**config.mk**
```make
export PLATFORM = sky130hd
export DESIGN_NAME = rr_hold_arbiter
export DESIGN_NICKNAME = d
export VERILOG_FILES = /design/src/rtl/rr_hold_arb_pkg.sv /design/src/rtl/rr_hold_arbiter_pick.sv /design/src/rtl/rr_hold_arbiter.sv
export SDC_FILE = /design/constraint.sdc
export NUM_CORES = 1
export LEC_CHECK = 0
export ABC_CLOCK_PERIOD_IN_PS = 2200
export CORE_MARGIN = 1.5
export CORE_UTILIZATION = 50
export CTS_CLUSTER_SIZE = 24
export DETAILED_ROUTE_END_ITERATION = 8
export GPL_TIMING_DRIVEN = 0
export MAX_ROUTING_LAYER = met4
export PLACE_DENSITY = 0.87
export SYNTH_ARGS = -nofsm -noshare
export SYNTH_HDL_FRONTEND = slang
export SYNTH_HIERARCHICAL = 1
export SYNTH_SLANG_ARGS = --single-unit
```
**constraint.sdc**
```tcl
create_clock -name clk -period 2.2 [get_ports clk]
set_clock_uncertainty 0.15 [all_clocks]
set_input_delay 0.55 -clock clk [delete_from_list [all_inputs] [get_ports clk]]
set_output_delay 0.55 -clock clk [all_outputs]
set_load 0.02 [all_outputs]
```
**src/rtl/rr_hold_arb_pkg.sv**
```systemverilog
// Shared types and helpers for the round-robin hold arbiter.
// Optional assertions in the top are enabled by RR_HOLD_ARB_SVA_EN.
package rr_hold_arb_pkg;

    localparam int N_DEF        = 4;
    localparam int MAX_HOLD_DEF = 15;

    typedef enum logic [1:0] {
        IDLE    = 2'd0,
        GRANT   = 2'd1,
        RELEASE = 2'd2
    } arb_state_e;

    function automatic int unsigned wrap_inc(
        input int unsigned idx,
        input int unsigned n
    );
        return (idx + 1 >= n) ? 0 : idx + 1;
    endfunction

endpackage

```
**src/rtl/rr_hold_arbiter_pick.sv**
```systemverilog
// Rotating priority picker: first set request at or after ptr, wrapping.
module rr_pick #(
    parameter int N   = 4,
    parameter int IDW = $clog2(N)
) (
    input  logic [N-1:0]   req,
    input  logic [IDW-1:0] ptr,
    output logic           valid,
    output logic [IDW-1:0] idx
);

    logic [IDW:0]   j;
    logic [IDW-1:0] jj;

    always_comb begin
        valid = 1'b0;
        idx   = '0;
        j     = '0;
        jj    = '0;
        for (int i = 0; i < N; i++) begin
            j = {1'b0, ptr} + (IDW+1)'(i);
            if (j >= (IDW+1)'(N)) begin
                j = j - (IDW+1)'(N);
            end
            jj = j[IDW-1:0];
            if (!valid && req[jj]) begin
                valid = 1'b1;
                idx   = jj;
            end
        end
    end

endmodule

```
**src/rtl/rr_hold_arbiter.sv**
```systemverilog
// Round-robin arbiter with hold-until-done grants and bounded hold time.
// Define RR_HOLD_ARB_SVA_EN to enable embedded protocol assertions.
module rr_hold_arbiter
    import rr_hold_arb_pkg::*;
#(
    parameter int N        = N_DEF,
    parameter int MAX_HOLD = MAX_HOLD_DEF,
    parameter int IDW      = $clog2(N)
) (
    input  logic           clk,
    input  logic           rst,
    input  logic [N-1:0]   req,
    input  logic           done,
    output logic [N-1:0]   gnt,
    output logic [IDW-1:0] gnt_id,
    output logic           busy,
    output logic           timeout,
    output logic           req_drop
);

    localparam int HW = $clog2(MAX_HOLD + 1);

    arb_state_e     state_q, state_d;
    logic [IDW-1:0] ptr_q, ptr_d;
    logic [HW-1:0]  hold_q, hold_d;
    logic [N-1:0]   gnt_q, gnt_d;
    logic [IDW-1:0] id_q, id_d;
    logic           to_q, to_d;
    logic           rd_q, rd_d;
    logic           pick_valid;
    logic [IDW-1:0] pick_idx;
    logic           hold_max;
    logic           owner_req;

    rr_pick #(
        .N   (N),
        .IDW (IDW)
    ) u_pick (
        .req   (req),
        .ptr   (ptr_q),
        .valid (pick_valid),
        .idx   (pick_idx)
    );

    assign hold_max  = (hold_q == HW'(MAX_HOLD));
    assign owner_req = req[id_q];

    always_comb begin
        state_d = state_q;
        ptr_d   = ptr_q;
        hold_d  = hold_q;
        gnt_d   = gnt_q;
        id_d    = id_q;
        to_d    = 1'b0;
        rd_d    = 1'b0;
        unique case (state_q)
            IDLE: begin
                if (pick_valid) begin
                    state_d = GRANT;
                    gnt_d   = N'(1) << pick_idx;
                    id_d    = pick_idx;
                    hold_d  = HW'(1);
                end
            end
            GRANT: begin
                if (done || !owner_req || hold_max) begin
                    state_d = RELEASE;
                    gnt_d   = '0;
                    id_d    = '0;
                    hold_d  = '0;
                    ptr_d   = IDW'(wrap_inc(32'(id_q), N));
                    // done wins; otherwise a dropped req outranks timeout
                    if (!done) begin
                        rd_d = !owner_req;
                        to_d = owner_req;
                    end
                end else begin
                    hold_d = hold_q + HW'(1);
                end
            end
            RELEASE: begin
                state_d = IDLE;
            end
            default: begin
                state_d = IDLE;
                gnt_d   = '0;
                id_d    = '0;
                hold_d  = '0;
            end
        endcase
    end

    always_ff @(posedge clk) begin
        if (rst) begin
            state_q <= IDLE;
            ptr_q   <= '0;
            hold_q  <= '0;
            gnt_q   <= '0;
            id_q    <= '0;
            to_q    <= 1'b0;
            rd_q    <= 1'b0;
        end else begin
            state_q <= state_d;
            ptr_q   <= ptr_d;
            hold_q  <= hold_d;
            gnt_q   <= gnt_d;
            id_q    <= id_d;
            to_q    <= to_d;
            rd_q    <= rd_d;
        end
    end

    assign gnt      = gnt_q;
    assign gnt_id   = id_q;
    assign busy     = (state_q == GRANT);
    assign timeout  = to_q;
    assign req_drop = rd_q;

`ifdef RR_HOLD_ARB_SVA_EN
    a_onehot: assert property (
        @(posedge clk) disable iff (rst) $onehot0(gnt)
    ) else $error("%0t: gnt not onehot0", $time);

    a_done_rel: assert property (
        @(posedge clk) disable iff (rst) busy && done |=> !busy
    ) else $error("%0t: busy after done", $time);

    a_hold_max: assert property (
        @(posedge clk) disable iff (rst) not (busy [* MAX_HOLD+1])
    ) else $error("%0t: hold exceeded", $time);

    for (genvar i = 0; i < N; i++) begin : g_sva
        a_rose: assert property (
            @(posedge clk) disable iff (rst) $rose(gnt[i]) |-> req[i]
        ) else $error("%0t: grant %0d without req", $time, i);

        a_live: assert property (
            @(posedge clk) disable iff (rst)
            req[i] && !gnt[i] |-> req[i] [* 1:$] ##1 gnt[i]
        ) else $error("%0t: req %0d starved", $time, i);
    end

    c_wrap: cover property (
        @(posedge clk) disable iff (rst)
        $fell(gnt[N-1]) ##[1:3] $rose(gnt[0])
    );
`endif

endmodule
```
After elaboration in Yosys (flattened, before gate mapping)
Cells that the tools add are included.
{"block": "classes", "muxes": 35, "order_cmp": 10, "n_shift": 1, "n_addsub": 9, "n_reduce_logical": 15, "n_bitwise": 3, "n_eq_ne": 5}
{"operator": "2-bit two-way mux", "count": 13}
{"operator": "4-bit one-hot mux with 3 select lines", "count": 2}
{"operator": "4-bit two-way mux", "count": 4}
{"operator": "2-bit by 3-bit less-than comparator with 1-bit output, second input constant", "count": 5}
{"operator": "3-bit greater-or-equal comparator, second input constant", "count": 4}
{"operator": "1-bit binary-select mux with 2-bit select", "count": 5}
{"operator": "1-bit two-way mux", "count": 9}
{"operator": "2-bit by 1-bit subtractor with 2-bit output, second input constant", "count": 4}
{"operator": "2-bit by 1-bit adder with 3-bit output, second input constant", "count": 2}
{"operator": "2-bit by 2-bit adder with 3-bit output, second input constant", "count": 2}
{"operator": "2-bit one-hot mux with 3 select lines", "count": 1}
{"operator": "2-bit AND reduction", "count": 3}
{"operator": "4-bit by 1-bit adder with 4-bit output, second input constant", "count": 1}
{"operator": "4-bit equality test, second input constant", "count": 1}
{"operator": "1-bit zero test", "count": 4}
{"operator": "2-bit one-hot mux with 2 select lines", "count": 1}
{"operator": "4-bit OR reduction", "count": 1}
{"operator": "1-bit by 2-bit << shifter with 4-bit output, first input constant", "count": 1}
{"operator": "2-bit by 3-bit greater-or-equal comparator with 1-bit output, second input constant", "count": 1}
{"operator": "1-bit logical AND", "count": 3}
{"operator": "1-bit inverter", "count": 3}
{"operator": "3-bit AND reduction", "count": 1}
{"operator": "2-bit by 1-bit equality test with 1-bit output, second input constant", "count": 1}
{"operator": "2-bit equality test, second input constant", "count": 1}
{"operator": "other kinds (4)", "count": 5}
{"block": "totals", "inputBits": 7, "reg_bits": 16, "word_cells": 85}

Depth between registers and ports, before layout
Gate-level depths: netlist (run 1).
{"block": "depth", "word_depth": 17, "ltp_mapped": 6, "mapped_depth_nobuf": 6}

Cells and area by module
The synthesis (run 1) kept the hierarchy.
{"module": "rr_hold_arbiter", "seq_area_each_um2": 320.3, "cells_per_inst": 75, "area_each_um2": 789.5, "instances": 1}
{"module": "rr_pick", "seq_area_each_um2": 0.0, "cells_per_inst": 15, "area_each_um2": 77.6, "instances": 1}

Worst setup path before layout (run 1)
Ideal clock, no wire load.
{"block": "synth_path", "kind": "reg2reg", "from": "register id_q[0] (netlist: gnt_id[0])", "to": "register hold_q[3]", "path_buffers": 0, "setup_ns": 0.121, "arrival_ns": 1.634, "slack_ns": 0.294, "stages_incl_launch_ff": 5, "cell_sequence": "dfxtp_1 > mux4_2 > nand3_4 > o22ai_1 > mux2_4"}
{"block": "synth_via", "elab_chain_cells": 7}
{"item": "from (decl)", "line": "rr_hold_arbiter.sv:27", "text": "logic [IDW-1:0] id_q, id_d;"}
{"item": "from (signal assigned)", "line": "rr_hold_arbiter.sv:107", "text": "id_q <= id_d;"}
{"item": "1-bit binary-select mux with 2-bit select", "line": "rr_hold_arbiter.sv:46", "text": "assign owner_req = req[id_q];"}
{"item": "1-bit two-way mux (implied by the code)", "line": "rr_hold_arbiter.sv:46"}
{"item": "1-bit zero test", "line": "rr_hold_arbiter.sv:66", "text": "if (done || !owner_req || hold_max) begin"}
{"item": "1-bit logical OR (2 in a row)", "line": "rr_hold_arbiter.sv:66"}
{"item": "4-bit two-way mux", "line": "rr_hold_arbiter.sv:66"}
{"item": "4-bit one-hot mux with 3 select lines", "line": "rr_hold_arbiter.sv:56", "text": "unique case (state_q)"}
{"item": "to (signal assigned)", "line": "rr_hold_arbiter.sv:105", "text": "hold_q <= hold_d;"}
{"item": "to (decl)", "line": "rr_hold_arbiter.sv:25", "text": "logic [HW-1:0] hold_q, hold_d;"}
Every way passes these cells. The select of a mux whose other input is x is not followed.
A chain may end at the register's enable or synchronous reset.

Worst setup path in the final report (run 1)
{"block": "layout_path", "from": "input req[1]", "to": "register id_q[0] (netlist: gnt_id[0])"}
{"block": "layout_via", "elab_chain_cells": 14, "word_cells_on_any_way": 32}
{"item": "from (decl)", "line": "rr_hold_arbiter.sv:12", "text": "input logic [N-1:0] req,"}
{"item": "1-bit binary-select mux with 2-bit select", "line": "rr_hold_arbiter_pick.sv:26", "text": "if (!valid && req[jj]) begin"}
{"item": "1-bit two-way mux (implied by the code)", "line": "rr_hold_arbiter_pick.sv:26"}
{"item": "1-bit two-way mux", "line": "rr_hold_arbiter_pick.sv:26"}
{"item": "1-bit zero test", "line": "rr_hold_arbiter_pick.sv:26"}
{"item": "1-bit logical AND", "line": "rr_hold_arbiter_pick.sv:26"}
{"item": "1-bit two-way mux", "line": "rr_hold_arbiter_pick.sv:26"}
{"item": "1-bit zero test", "line": "rr_hold_arbiter_pick.sv:26"}
{"item": "1-bit logical AND", "line": "rr_hold_arbiter_pick.sv:26"}
{"item": "1-bit two-way mux", "line": "rr_hold_arbiter_pick.sv:26"}
{"item": "1-bit zero test", "line": "rr_hold_arbiter_pick.sv:26"}
{"item": "1-bit logical AND", "line": "rr_hold_arbiter_pick.sv:26"}
{"item": "2-bit two-way mux (*)", "line": "rr_hold_arbiter_pick.sv:26"}
{"item": "named net pick_idx[0]", "line": "rr_hold_arbiter.sv:31", "text": "logic [IDW-1:0] pick_idx;"}
{"item": "2-bit two-way mux (*)", "line": "rr_hold_arbiter.sv:58", "text": "if (pick_valid) begin"}
{"item": "2-bit one-hot mux with 3 select lines (*)", "line": "rr_hold_arbiter.sv:56"}
The timed path passes the listed nets; every way through them passes the cells marked *. The select of a mux whose other input is x is not followed.

==> results.yml, run 1 <==
logic_synthesis:
  synth_top_area_cell: "dfxtp_1"
  syn_inst: 90
  synth.top_cell.area_share: 0.369
  yosysSeqAreaShare: 0.369
  netlist_area_sq_um: 867
  synth_cell_types: 35
  synth_edf_count: 0
  synthArstFlopShare: 0
  synth-seq-cells: 16
  ys.flop_type: "dfxtp_1"
  synth_nets: 99
  ys_top_cells_by_area: "dfxtp_1, nand2b_1, mux2i_1"
  yosys_warnings: 6
  postSynthAreaPerCell_sq_um: 9.63
floorplan:
  start_util: 0.556
  dieArea_sq_mm: 0.00199
  ios: 16
  rows: 14
  die_w_microns: 44.6
  core_sq_mm: 0.00156
  fp.dieH_microns: 44.6
clocking:
  cts_tree: "yes"
  root_buffer: "clkbuf_4"
  cts-hold-fix-buffers: 0
  post_cts_buffers: 0
  clock-sinks: 16
  cts.path.max_buffers: 2
  clock_latency_ns: 0.29
  cts_buffers: 3
  clk_pin_slew_worst_paths_ns: 0.10
  htreeDepth: 1
critical_path:
  end_kind: "flop"
  crit_type: "in2reg"
  startpoint_type: "primary input"
  worstPathRequired_ns: 2.24
  crit_path_max_fanout: 5
  arrival_ns: 2.23
cells_and_area:
  n_fill_cell: 124
  mostFrequentLayoutCells: "dfxtp_1, clkdlybuf4s50_1, nor2_1, nand2b_1, inv_1"
  drive_above_1_share: 0.213
  diodes: 0
  register_area_sq_um: 324
  final_area_sq_mm: 0.00109
  fin_nets: 118
  multi_input_area_sq_um: 531
  final_cells: 124
  syn2layout_area_growth_pct: 25.5
timing:
  fin_crit_ns: 2.19
  setup_tns_ns: 0
  layout_setup_ws_ns: 0.0135
  setup_viol: 0
  finalCritPeriodShare: 0.994
  hold_viol: 0
  fmax_mhz: 457
  rsz0062_at_grt: "true"
  tightest_slew_ns: 0.407
  slew_violations: 0
  relSlewSlack: 0.729
power:
  vdd_drop_max_uv: 432
  pwr_density_cell_mw_per_mm2: 675
  p_leak_uw: 0.000441
  total_power_uw: 735
place:
  dp_hpwl_microns: 1370
  io_buffer_count: 14
  dp.cells: 120
  pre_cts_ws_ns: -0.466
  gp_congestion: 0.836
  dpl_cell_area_sq_mm: 0.00103
global_route:
  grt_pass1_wl_microns: 3150
  grt_pass1_vias: 735
  antenna_found_initial: 0
  grt_usage: 0.226
  overflow: 0
  grt_max_degree: 11
detailed_routing:
  ant_nets: 0
  drt_first_iter_violations: 15
  wl_per_cell_microns: 15.8
  drt_pre_antenna_iters: 4
  dr_total_vias: 778
  drc: 0
  drt-vias-per-instance: 6.27
  wl_microns: 1960
flow_run:
  maxCapViolCount: 0
run_status:
  status: "completed"
worst_hold_path:
  hp-class: "reg2reg"
[sequential cells by signal, summed over array words and instances (netlist names)]
register,cells
gnt_id,2
state_q,2
req_drop,1
hold_q,4
timeout,1
gnt,4
ptr_q,2
[final timing paths]
path              cells past startpoint              startpoint                     end  slack [ns]
hold reg to reg                       1     gnt[2]$_SDFFE_PP0P_     gnt[2]$_SDFFE_PP0P_        0.33
hold / removal                        1     gnt[2]$_SDFFE_PP0P_     gnt[2]$_SDFFE_PP0P_        0.33
setup reg to reg                      5  hold_q[0]$_SDFFE_PP0P_   ptr_q[0]$_SDFFE_PP0P_        0.17
setup / recovery                      6                  req[1]  gnt_id[0]$_SDFFE_PP0P_        0.01
[cells by family (layout without fill, tap and decap cells)]
group                      after synthesis  in the layout  synth area share
and+or+nand+nor                         33             33             0.232
AOI/OAI and AO/OA                       23             23             0.222
DFF                                     16             16             0.369
buffers and inverters                    9             27            0.0447
muxes                                    7              7             0.102
adders and majority gates                2              2            0.0289
[what timing repair did]
item                       4_1_cts  5_1_grt
pin swaps                        0        1
gates resized for setup          7        3
setup endpoints to repair        9        4
[worst max-delay path: stages]
cell and delay (ns):
clkdlybuf4s50_1 0.58, inv_1 0.09, a221o_1 0.37, a21oi_2 0.27, mux2i_1 0.12, o32ai_1 0.24
[layer usage]
| layer | track usage | wire [microns] | vias up |
|---|---|---|---|
| li1 | - | - | 369 |
| met5 | - | 0 | - |
| met1 | 0.275 | 845 | 368 |
| met2 | 0.359 | 951 | 35 |
| met4 | 0.121 | 40 | 0 |
| met3 | 0.0286 | 121 | 6 |
[area by class of cell]
cell class                      count  area share
Tap cell                           16      0.0184
Buffer                              2      0.0115
Sequential cell                    16       0.298
Inverter                            7      0.0241
Timing Repair Buffer               14       0.128
Multi-Input combinational cell     65       0.487
Clock buffer                        4      0.0333
[synthesized netlist by cell type (2+ instances only)]
cell / number
inv_1: 6
nor2_1: 8
nand2_1: 3
nand3_4: 2
nor3b_1: 3
nand2b_1: 7
dfxtp_1: 16
o32ai_1: 3
a21o_1: 2
a21oi_1: 5
ha_1: 2
mux2i_1: 4
o22ai_1: 2
nor2b_1: 3
nand3_1: 3
o2bb2ai_1: 2
[stage by stage]
| stage | utilization | hold WS, ns |
|---|---|---|
| final | 0.698 | 0.329 |
| after global routing | 0.698 | 0.353 |
| after CTS | 0.690 | 0.333 |
| after detailed placement | 0.659 | 0.308 |
| after global placement | 0.659 | 0.290 |
| after floorplan | - | 0.321 |
[power by group]
group	switching [uW]	internal, uW
registers	29.3	314
logic	105	92.9
clock network	92.9	101
Note: power is estimated with default switching activity, not from simulation.
==> inputs of run 2 (changes only) <==
GPL_TIMING_DRIVEN = 1   (was 0)
==> results.yml, run 2 (synthesis results as in run 1) <==
clocking:
  root_buffer: "clkbuf_4"
  clock-sinks: 16
  cts-resized-gates: 4
  cts-hold-fix-buffers: 0
  clk_pin_slew_worst_paths_ns: 0.09
  post_cts_buffers: 0
  clock_latency_ns: 0.30
  cts.path.max_buffers: 2
  cts_tree: "yes"
  htreeDepth: 1
  cts_buffers: 3
critical_path:
  crit_type: "in2reg"
  end_kind: "flop"
  r2r_slack_ns: 0.35
  reg2reg_to: "ptr_q[0]$_SDFFE_PP0P_"
  worstPathRequired_ns: 2.25
  startpoint_type: "primary input"
  timing.rr.start: "state_q[1]$_SDFFE_PP0P_"
  startpoint: "req[1]"
  rr_worst_depth: 5
  crit_end: "gnt[0]$_SDFFE_PP0P_"
  arrival_ns: 2.15
  crit_path_max_fanout: 5
floorplan:
  die_w_microns: 44.6
  ios: 16
  start_util: 0.556
  dieArea_sq_mm: 0.00199
  rows: 14
  fp.dieH_microns: 44.6
  core_sq_mm: 0.00156
timing:
  setup_viol: 0
  fin_crit_ns: 2.10
  fmax_mhz: 476
  finalCritPeriodShare: 0.955
  layout_setup_ws_ns: 0.0985
  tightest_slew_ns: 0.321
  setup_tns_ns: 0
  hold_viol: 0
  slew_violations: 0
  rsz0062_at_grt: "false"
  relSlewSlack: 0.786
cells_and_area:
  diodes: 0
  final_cells: 144
  final_common_cell: "buf_4"
  final_area_sq_mm: 0.00122
  syn2layout_area_growth_pct: 40.8
  mostFrequentLayoutCells: "buf_4, dfxtp_1, clkdlybuf4s50_1, nor2_1, nand2b_1"
  utilization: 0.783
  fin_nets: 139
  drive_above_1_share: 0.297
place:
  dpl_cell_area_sq_mm: 0.00119
  dp_hpwl_microns: 1620
  gp_congestion: 0.856
  io_buffer_count: 15
  pre_cts_ws_ns: -0.303
  dp.cells: 141
global_route:
  grt_max_degree: 10
  grt_pass1_wl_microns: 3530
  antenna_found_initial: 0
  grt_pass1_vias: 826
  grt_usage: 0.255
  overflow: 0
detailed_routing:
  ant_nets: 0
  dr_total_vias: 825
  wl_per_cell_microns: 14.8
  drt_pre_antenna_iters: 4
  drt-vias-per-instance: 5.73
  wl_microns: 2130
  drc: 0
  drt_first_iter_violations: 17
worst_hold_path:
  holdPathStages: 1
  hp-class: "reg2reg"
flow_run:
  maxCapViolCount: 0
power:
  p_leak_uw: 0.000531
  vdd_drop_max_uv: 454
  pwr_density_cell_mw_per_mm2: 603
run_status:
  status: "completed"
## run 2: worst min-delay path by stage
stage | from | slack [ns] | end
floorplan | hold_q[1]$_SDFFE_PP0P_ | 0.32 | hold_q[1]$_SDFFE_PP0P_
global placement | gnt[2]$_SDFFE_PP0P_ | 0.30 | gnt[2]$_SDFFE_PP0P_
detailed placement | gnt[1]$_SDFFE_PP0P_ | 0.30 | gnt[1]$_SDFFE_PP0P_
CTS | gnt[2]$_SDFFE_PP0P_ | 0.32 | gnt[2]$_SDFFE_PP0P_
global route | gnt[1]$_SDFFE_PP0P_ | 0.33 | gnt[1]$_SDFFE_PP0P_
finish | gnt[2]$_SDFFE_PP0P_ | 0.32 | gnt[2]$_SDFFE_PP0P_
## run 2: power by group
group	leakage (uW)	total, uW	internal [uW]	switching, uW
Sequential	0.000131	339	313	26.0
Combinational	0.000386	244	129	115
Clock	0.0000138	153	63.9	89.3
Total	0.000531	736	506	230
## run 2: area by class of cell
type                            instances  area (sq um)
Clock buffer                            3          22.5
Fill cell                             113           338
Inverter                                7          26.3
Multi-Input combinational cell         65           515
Sequential cell                        16           323
Tap cell                               16          20.0
Timing Repair Buffer                   37           314
## run 2: critical path, stage by stage
cell and delay (ns):
clkdlybuf4s50_1 0.56, inv_1 0.09, a221o_1 0.35, a21oi_1 0.24, buf_4 0.17, nor3b_1 0.05
a21o_1 0.14
## run 2: metal layers
metal	vias up	GRT usage	wire length, microns
li1	416	-	-
met4	0	0.0909	21
met5	-	-	0
met2	18	0.441	1130
met1	388	0.274	876
met3	3	0.0735	98
## run 2: through the flow
step	hold WS (ns)	total power, uW
finish	0.316	736
CTS	0.321	734
floorplan	0.321	470
global placement	0.301	575
detailed placement	0.302	585
global route	0.334	777
==> inputs of run 3 (changes only) <==
CORE_MARGIN = not set   (was 1.5)
==> results.yml, run 3 (synthesis results as in run 1) <==
worst_hold_path:
  holdPathStages: 1
  hp-class: "reg2reg"
clocking:
  cts.path.max_buffers: 2
  post_cts_buffers: 0
  clock_latency_ns: 0.29
  cts-hold-fix-buffers: 0
  cts_tree: "yes"
  htreeDepth: 1
  clock-sinks: 16
  clk_pin_slew_worst_paths_ns: 0.09
  cts_buffers: 3
  root_buffer: "clkbuf_4"
floorplan:
  fp.dieH_microns: 43.6
  core_sq_mm: 0.00156
  ios: 16
  rows: 14
  dieArea_sq_mm: 0.00190
  die_w_microns: 43.6
  start_util: 0.556
global_route:
  overflow: 0
  grt_pass1_wl_microns: 3280
  grt_pass1_vias: 779
  grt_usage: 0.242
  antenna_found_initial: 0
  grt_max_degree: 10
cells_and_area:
  final_cells: 143
  final_common_cell: "buf_4"
  diodes: 0
  n_fill_cell: 111
  syn2layout_area_growth_pct: 40.1
  utilization: 0.779
  mostFrequentLayoutCells: "buf_4, dfxtp_1, clkdlybuf4s50_1, nor2_1, nand2b_1"
  drive_above_1_share: 0.291
  fin_nets: 137
flow_run:
  maxCapViolCount: 0
detailed_routing:
  wl_per_cell_microns: 13.7
  wl_microns: 1950
  ant_nets: 0
  route.top_layer_used: "met4"
  met1_length_microns: 848
  drc: 0
  drt_pre_antenna_iters: 4
  route.met2.wl_microns: 1010
  dr_total_vias: 812
  wl_met3_microns: 81
  drt_first_iter_violations: 15
  drt-vias-per-instance: 5.68
timing:
  tightest_slew_ns: 0.307
  rsz0062_at_grt: "false"
  fin_crit_ns: 2.09
  fmax_mhz: 478
  hold_viol: 0
  finalCritPeriodShare: 0.951
  hold_slack_ns: 0.321
  setup_viol: 0
  relSlewSlack: 0.795
  setup_tns_ns: 0
  slew_violations: 0
critical_path:
  crit_chain: "clkdlybuf4s50_1 -> inv_1 -> nand3_1 -> nor2b_2 -> nor3b_1 -> buf_4 -> nor3b_1 -> a21o_1"
  crit_end: "gnt[0]$_SDFFE_PP0P_"
  end_kind: "flop"
  r2r_slack_ns: 0.38
  crit_type: "in2reg"
  rr_worst_depth: 5
  reg2reg_to: "ptr_q[0]$_SDFFE_PP0P_"
  startpoint: "req[0]"
  startpoint_type: "primary input"
  crit_path_max_fanout: 6
  slowest_delay_ns: 0.57
  timing.rr.start: "hold_q[0]$_SDFFE_PP0P_"
  cp_common_cell: "nor3b_1"
  worstPathRequired_ns: 2.29
  cp_slowest_cell: "clkdlybuf4s50_1"
  arrival_ns: 2.18
place:
  dp_hpwl_microns: 1520
  dp.cells: 139
  gp_congestion: 0.812
  io_buffer_count: 15
run_status:
  status: "completed"
power:
  pwr_density_cell_mw_per_mm2: 630
  vdd_drop_max_uv: 578
  p_leak_uw: 0.000521
[run 3: how the worst min path moves through the flow]
stage | from | to | slack, ns
finish | gnt[2]$_SDFFE_PP0P_ | gnt[2]$_SDFFE_PP0P_ | 0.32
global route | gnt[2]$_SDFFE_PP0P_ | gnt[2]$_SDFFE_PP0P_ | 0.34
detailed placement | gnt[1]$_SDFFE_PP0P_ | gnt[1]$_SDFFE_PP0P_ | 0.30
global placement | gnt[2]$_SDFFE_PP0P_ | gnt[2]$_SDFFE_PP0P_ | 0.30
CTS | gnt[2]$_SDFFE_PP0P_ | gnt[2]$_SDFFE_PP0P_ | 0.33
floorplan | hold_q[1]$_SDFFE_PP0P_ | hold_q[1]$_SDFFE_PP0P_ | 0.32
[run 3: metrics by stage]
step	power (uW)	instance area, sq um	worst slack (ns)
detailed placement	581	1170	-0.231
global placement	572	1170	-0.124
CTS	780	1210	0.0695
finish	766	1210	0.107
floorplan	470	867	0.294
global route	819	1210	0.0386
[run 3: metal layers]
metal / GRT usage / up-vias
met4: 0.0875 / 0
met3: 0.0625 / 4
met2: 0.418 / 23
met1: 0.266 / 375
li1: - / 410
met5: - / -
[run 3: layout make-up]
class / instances / area (sq um) / share of cell area
Clock buffer: 4 / 36.3 / 0.0299
Inverter: 7 / 26.3 / 0.0216
Multi-Input combinational cell: 65 / 510 / 0.420
Sequential cell: 16 / 323 / 0.266
Tap cell: 16 / 20.0 / 0.0165
Timing Repair Buffer: 35 / 299 / 0.246
[run 3: report_power, final]
part | internal (uW) | leakage, uW | switching, uW
registers | 313 | 0.000131 | 24.7
logic | 126 | 0.000368 | 112
clock network | 101 | 0.0000210 | 88.7
[run 3: what timing repair did]
action / CTS / global route
gates cloned: 0 / 0
gates resized for setup: 3 / 1
endpoints found under the setup margin: 2 / 1
[run 3: critical path, delay by kind of cell]
kind                   cells  cell delay, ns
and+or+nand+nor            4            0.70
AOI/OAI and AO/OA          1            0.11
buffers and inverters      3            0.82
